$ cat src/rtl/boot_loader_pkg.sv
`default_nettype none
// ============================================================================
// Module      : boot_loader_pkg
// Description : Shared CPU constants: boot-loader default geometry and
//               FSM state encoding.
// Revision    : 1.0 - initial release
// ============================================================================
package boot_loader_pkg;

    // Default BIOS image geometry
    localparam int C_BIOS_SIZE = 18;
    localparam int C_ADDR_W    = 26;
    localparam int C_DATA_W    = 32;

    // Boot-loader state encoding (explicit 2-bit width)
    localparam logic [1:0] C_ST_IDLE   = 2'd0;
    localparam logic [1:0] C_ST_READ   = 2'd1;
    localparam logic [1:0] C_ST_WRITE  = 2'd2;
    localparam logic [1:0] C_ST_FINISH = 2'd3;

    typedef enum logic [1:0] {
        ST_IDLE   = C_ST_IDLE,
        ST_READ   = C_ST_READ,
        ST_WRITE  = C_ST_WRITE,
        ST_FINISH = C_ST_FINISH
    } boot_state_t;

    // Bits needed to hold an index in 0..n-1 (at least one bit)
    function automatic int idx_width(input int n);
        return (n > 1) ? $clog2(n) : 1;
    endfunction

endpackage : boot_loader_pkg
`default_nettype wire

$ cat src/rtl/boot_loader.sv
`default_nettype none
// ============================================================================
// Module      : boot_loader
// Description : Copies BIOS_SIZE words from a combinational BIOS ROM into
//               instruction memory, one READ + WRITE pair per word, holding
//               the CPU until the copy completes. Tracks the XOR checksum of
//               every word written.
// Revision    : 1.0 - initial release
// ============================================================================
module boot_loader
    import boot_loader_pkg::*;
#(
    parameter int BIOS_SIZE = C_BIOS_SIZE,
    parameter int ADDR_W    = C_ADDR_W,
    parameter int DATA_W    = C_DATA_W
) (
    input  logic              clock,
    input  logic              reset,
    input  logic              start,
    output logic [ADDR_W-1:0] rom_addr,
    input  logic [DATA_W-1:0] rom_data,
    output logic              mem_wr_en,
    output logic [ADDR_W-1:0] mem_wr_addr,
    output logic [DATA_W-1:0] mem_wr_data,
    input  logic              mem_ready,
    output logic              busy,
    output logic              done,
    output logic              cpu_hold,
    output logic [DATA_W-1:0] checksum
);

    localparam int                 c_IDX_W = idx_width(BIOS_SIZE);
    localparam logic [c_IDX_W-1:0] c_LAST  = c_IDX_W'(BIOS_SIZE - 1);

    boot_state_t         r_state;
    boot_state_t         w_state_nxt;
    logic [c_IDX_W-1:0]  r_index;
    logic [DATA_W-1:0]   r_data;
    logic [DATA_W-1:0]   r_checksum;
    logic                w_start_copy;
    logic                w_accept;

    // State register; reset forces IDLE immediately
    always_ff @(posedge clock or posedge reset) begin
        if (reset) begin
            r_state <= ST_IDLE;
        end else begin
            r_state <= w_state_nxt;
        end
    end

    // Next-state logic; start is only honoured when no copy is running
    always_comb begin
        w_state_nxt  = r_state;
        w_start_copy = 1'b0;
        w_accept     = 1'b0;
        case (r_state)
            ST_IDLE, ST_FINISH: begin
                if (start) begin
                    w_start_copy = 1'b1;
                    w_state_nxt  = ST_READ;
                end
            end
            ST_READ: begin
                w_state_nxt = ST_WRITE;
            end
            ST_WRITE: begin
                if (mem_ready) begin
                    w_accept    = 1'b1;
                    w_state_nxt = (r_index == c_LAST) ? ST_FINISH : ST_READ;
                end
            end
            default: begin
                w_state_nxt = ST_IDLE;
            end
        endcase
    end

    // Datapath: index, captured ROM word and running checksum
    always_ff @(posedge clock or posedge reset) begin
        if (reset) begin
            r_index    <= '0;
            r_data     <= '0;
            r_checksum <= '0;
        end else begin
            if (w_start_copy) begin
                r_index    <= '0;
                r_checksum <= '0;
            end
            if (r_state == ST_READ) begin
                r_data <= rom_data;
            end
            if (w_accept) begin
                r_checksum <= r_checksum ^ r_data;
                // The last index is held so no write past the image occurs
                if (r_index != c_LAST) begin
                    r_index <= r_index + 1'b1;
                end
            end
        end
    end

    assign rom_addr    = ADDR_W'(r_index);
    assign mem_wr_addr = ADDR_W'(r_index);
    assign mem_wr_data = r_data;
    assign mem_wr_en   = (r_state == ST_WRITE);
    assign busy        = (r_state == ST_READ) || (r_state == ST_WRITE);
    assign done        = (r_state == ST_FINISH);
    assign cpu_hold    = (r_state != ST_FINISH);
    assign checksum    = r_checksum;

endmodule : boot_loader
`default_nettype wire

$ cat config.mk
export PLATFORM = sky130hd
export DESIGN_NAME = boot_loader
export DESIGN_NICKNAME = d
export VERILOG_FILES = /design/src/rtl/boot_loader_pkg.sv /design/src/rtl/boot_loader.sv
export SDC_FILE = /design/constraint.sdc
export NUM_CORES = 1
export LEC_CHECK = 0
export CAP_MARGIN = 5
export CORE_MARGIN = 2
export CORE_UTILIZATION = 45
export CTS_BUF_LIST = sky130_fd_sc_hd__clkbuf_8 sky130_fd_sc_hd__clkbuf_16
export CTS_CLUSTER_SIZE = 16
export DETAILED_ROUTE_END_ITERATION = 12
export HOLD_SLACK_MARGIN = 0.1
export PLACE_DENSITY = 0.9
export SLEW_MARGIN = 15
export SYNTH_ARGS = -nofsm -noshare
export SYNTH_HDL_FRONTEND = slang
export SYNTH_SLANG_ARGS = --single-unit
$ cat constraint.sdc
create_clock -name clock -period 3.7 [get_ports clock]
set_clock_uncertainty 0.05 [all_clocks]
set_input_delay 0.555 -clock clock [delete_from_list [all_inputs] [get_ports clock]]
set_output_delay 0.555 -clock clock [all_outputs]
set_load 0.02 [all_outputs]
# Word-level counts from Yosys, hierarchy flattened
# Index checks and enable logic that the tools add are counted.
# W data, S select, Z words.
# word_totals
reg_bits	71
input_bits	36
output_inout_bits	120
word_cells	32
# classes
n_addsub	1
eq_ne	8
n_mux	13
bitwise	1
n_reduce_logical	5
# ops
cell	count
$mux W32	2
$xor A32 B32 Y32	1
$mux W5	3
$mux W2	3
$pmux W2 S3	1
$add A5 B1 Y5 const B	1
$eq A5 B5 Y1 const B	1
$ne A5 B5 Y1 const B	1
$eq A2 B2 Y1 const B	2
$mux W1	4
$ne A2 B2 Y1 const B	2
$eq A2 B1 Y1 const B	1
$logic_not A2 Y1	1
$ne A2 B1 Y1 const B	1
$reduce_and A2 Y1	1
$reduce_bool A2 Y1	1
$reduce_or A2 Y1	1
$logic_or A1 B1 Y1	1

# Logic depth before layout (Yosys ltp)
# depth
ltp_word	6
mapped_depth	7

# Worst setup path before layout
# OpenSTA, ideal clock, no wires.
# synth_path
kind	reg2reg
start	register r_state[0]
end	register r_index[0]
arrival_ns	1.468
required_ns	3.512
path_slack_ns	2.044
stages_incl_launch_ff	8
n_path_buf	2
path_cell_list	dfrtp_1 > inv_1 > ha_1 > nand2_2 > buf_2 > buf_6 > o211ai_1 > o21ai_0
# synth_via
elab_cells_between_ends	9
classes_between	eq/ne: 2; mux: 5; reduce/logical: 2
# synth_lines
item	line	rtl
start, declared	boot_loader.sv:35	boot_state_t r_state;
start signal, assigned	boot_loader.sv:48	r_state <= w_state_nxt;
$eq A2 B2 Y1	--	
net mem_wr_en	boot_loader.sv:22	output logic mem_wr_en,
$mux W1	boot_loader.sv:57	case (r_state)
$mux W5	boot_loader.sv:93	if (w_accept) begin
end signal, assigned	boot_loader.sv:97	r_index <= r_index + 1'b1;
end, declared	boot_loader.sv:37	logic [c_IDX_W-1:0] r_index;
# The timed path passes the listed nets, and every way through them passes these cells.
# A chain may end at the register's enable or synchronous reset.

# Worst setup path in the final report
# layout_path
start	register r_state[0]
end	output busy
# layout_via
elab_chain_len	2
elab_cells_between_ends	3
classes_between	eq/ne: 2; reduce/logical: 1
# layout_rtl
item	line	rtl
$eq A2 B1 Y1 or $eq A2 B2 Y1 (tied branches)	boot_loader.sv:107	assign busy = (r_state == ST_READ) || (r_state == ST_WRITE);
$logic_or A1 B1 Y1 *	boot_loader.sv:107	
end, declared	boot_loader.sv:26	output logic busy,
# Mark *: on every way between the ends. The rest lies on a longest branch, timed or not.

==> results.cfg <==
[clock_tree]
postCtsSetupRepairBufs = 0
numCtsBuffers = 9
clk_pin_slew_ns = 0.08
cts_tree = done
root_buffer = clkbuf_8
htree_num_levels = 3
cts.hold.buffers_added = 0
cts-resized-gates = 0
clock_latency_ns = 0.34
cts.sinks = 71
clock_path_buffers = 2

[floorplanning]
core_um2 = 7610
die_area_um2 = 8460
num_io_pins = 156
initial_core_util_pct = 45.8
dieWidth_um = 92.0
fp.dieH_um = 92.0
rows = 32

[placed_design]
gp_congestion = 0.738
dp.final_hpwl_um = 5240
place_ws_ns = 1.18
place_inst = 498
port-buffer-count = 113

[min_path]
hp-class = reg -> reg
hold-path-cell-count = 1
hp-start = checksum[5]$_DFFE_PP0P_
hold_end = checksum[5]$_DFFE_PP0P_

[yosys]
synth_top_area_share_pct = 51.0
synth_common_cells = 71 x dfrtp_1, 47 x buf_4, 36 x o21ai_0
syn_area_um2 = 3480
synth_cell_types = 28
ys.flop_type = dfrtp_1
synthArstFlopShare_pct = 100
yosysSeqAreaShare_pct = 51.0
ys_seq_elements = 71
synth_most_common_cell = dfrtp_1
synth_area_leaders = dfrtp_1 51%, mux2_2 10%, buf_4 10%
synth_warnings = 0
synth_edf_count = 0
yosys.area.top_type = dfrtp_1
synth_cells = 300
syn_avg_cell_area_um2 = 11.6

[grt]
grt_overflow = 0
grt_pass1_wl_um = 12000
track_usage_pct = 18.0
grt_pass1_vias = 2388
antenna_found_initial = 0
grt_max_degree = 43

[layout]
syn_to_final_growth_pct = 34.3
nFillCells = 613
diodes = 0
post-route-util_pct = 61.5
seqCellArea_um2 = 1780
nNetsFinal = 448
fin_cells = 514
multi_input_area_um2 = 1410
drive_gt1_share_pct = 13.3

[sta]
rsz0062_at_grt = no
fin_crit_sh_pct = 66.2
timing.setup.tns_ns = 0
max_freq_mhz = 409
tightest_slew_ns = 0.996
drv_slew = 0
relSlewSlack_pct = 33.6
final-setup-viol-count = 0
layout_min_cycle_time_ns = 2.45
hold_viol_final = 0
fin_ws_ns = 1.25

[critical_path]
reg2regPathDepth = 5
startpoint_type = register
required_ns = 3.09
reg2reg_from = r_state[0]$_DFFE_PP0P_
r2r_end = checksum[25]$_DFFE_PP0P_
critPathMaxFanout = 6
rrSetupSlack_ns = 1.37
crit_type = reg -> out
crit_path_end_kind = output port
arrival_ns = 1.84

[route]
drt_iter0_markers = 65
wirelength_um = 7540
dr.pass1.iters = 4
ant_nets = 0
wire_per_inst_um = 14.7
drc_errors = 0
vias = 2539
via_per_inst = 4.94

[flow_run]
drv_cap = 0

[run_status]
status = completed

[power_and_ir_drop]
cellLeakagePower_nw = 2.20
vdd_drop_max_mv = 0.489
finalPower_w = 0.00387
p_per_area_nw_per_um2 = 828
==> sequential cells by signal, summed over array words and instances (netlist names) <==
name / count
r_index: 5
mem_wr_data: 32
checksum: 32
r_state: 2
==> layout by cell type, fill, tap and decap left out, types with 2 or more instances in the layout <==
cell type and instances:
clkdlybuf4s50_1 113, dfrtp_1 71, conb_1 42, o21ai_0 36, nor3b_1 32, a21o_1 32, mux2_2 32, clkbuf_8 9
inv_1 6, nand3_1 5, ha_1 4, inv_6 3, buf_4 3, nand2b_1 2, o211ai_1 2, a21oi_1 2
clkinvlp_4 2
==> area by class of cell <==
type	instances	share of cell area, %
Multi-Input combinational cell	202	30.2
Tap cell	102	2.73
Clock inverter	7	1.18
Clock buffer	9	2.65
Timing Repair Buffer	116	24.7
Inverter	7	0.562
Sequential cell	71	38.0
==> per-layer routing <==
layer,GRT usage [%],share of wire (%),vias to the layer above
met5,0,0,-
met4,4.73,0.57,0
met3,7.81,9.6,4
met2,29.3,49,123
met1,22.0,41,1229
li1,-,-,1183
==> logic make-up (layout without fill, tap and decap cells) <==
| logic type | Yosys count | count (layout) | share of synthesized area, % |
|---|---|---|---|
| AOI/OAI and AO/OA | 76 | 76 | 13.8 |
| DFF | 71 | 71 | 51.0 |
| buffers and inverters | 68 | 139 | 12.9 |
| and+or+nand+nor | 46 | 46 | 9.74 |
| muxes | 33 | 33 | 10.6 |
| adders and majority gates | 5 | 5 | 1.80 |
| other | 1 | 42 | 0.108 |
==> worst max-delay path, stage by stage (launching register included) <==
cell and delay [ns]:
dfrtp_1 0.39, inv_1 0.07, ha_1 0.37, inv_1 0.08
clkdlybuf4s50_1 0.60
==> through the flow <==
step                hold slack [ns]  instance area (um^2)
global placement              0.433                  4500
floorplan                     0.481                  3640
detailed placement            0.444                  4500
CTS                           0.463                  4680
finish                        0.459                  4680
global route                  0.474                  4680
==> worst max-delay path by stage <==
stage,startpoint,end,slack [ns],depth (start not counted)
CTS,r_state[0]$_DFFE_PP0P_,busy,1.22,4
global route,r_state[0]$_DFFE_PP0P_,checksum[25]$_DFFE_PP0P_,1.18,5
floorplan,reset,checksum[0]$_DFFE_PP0P_,1.30,1
detailed placement,mem_ready,checksum[1]$_DFFE_PP0P_,1.18,4
finish,r_state[0]$_DFFE_PP0P_,busy,1.25,4
global placement,mem_ready,checksum[4]$_DFFE_PP0P_,1.21,4
==> where the power goes <==
group          switching (W)  leakage, nW  internal, W
registers           0.000277        0.903      0.00108
clock network       0.000306       0.0866     0.000250
logic               0.000968         1.21     0.000997
No activity file was read; power rests on OpenSTA's default activity.
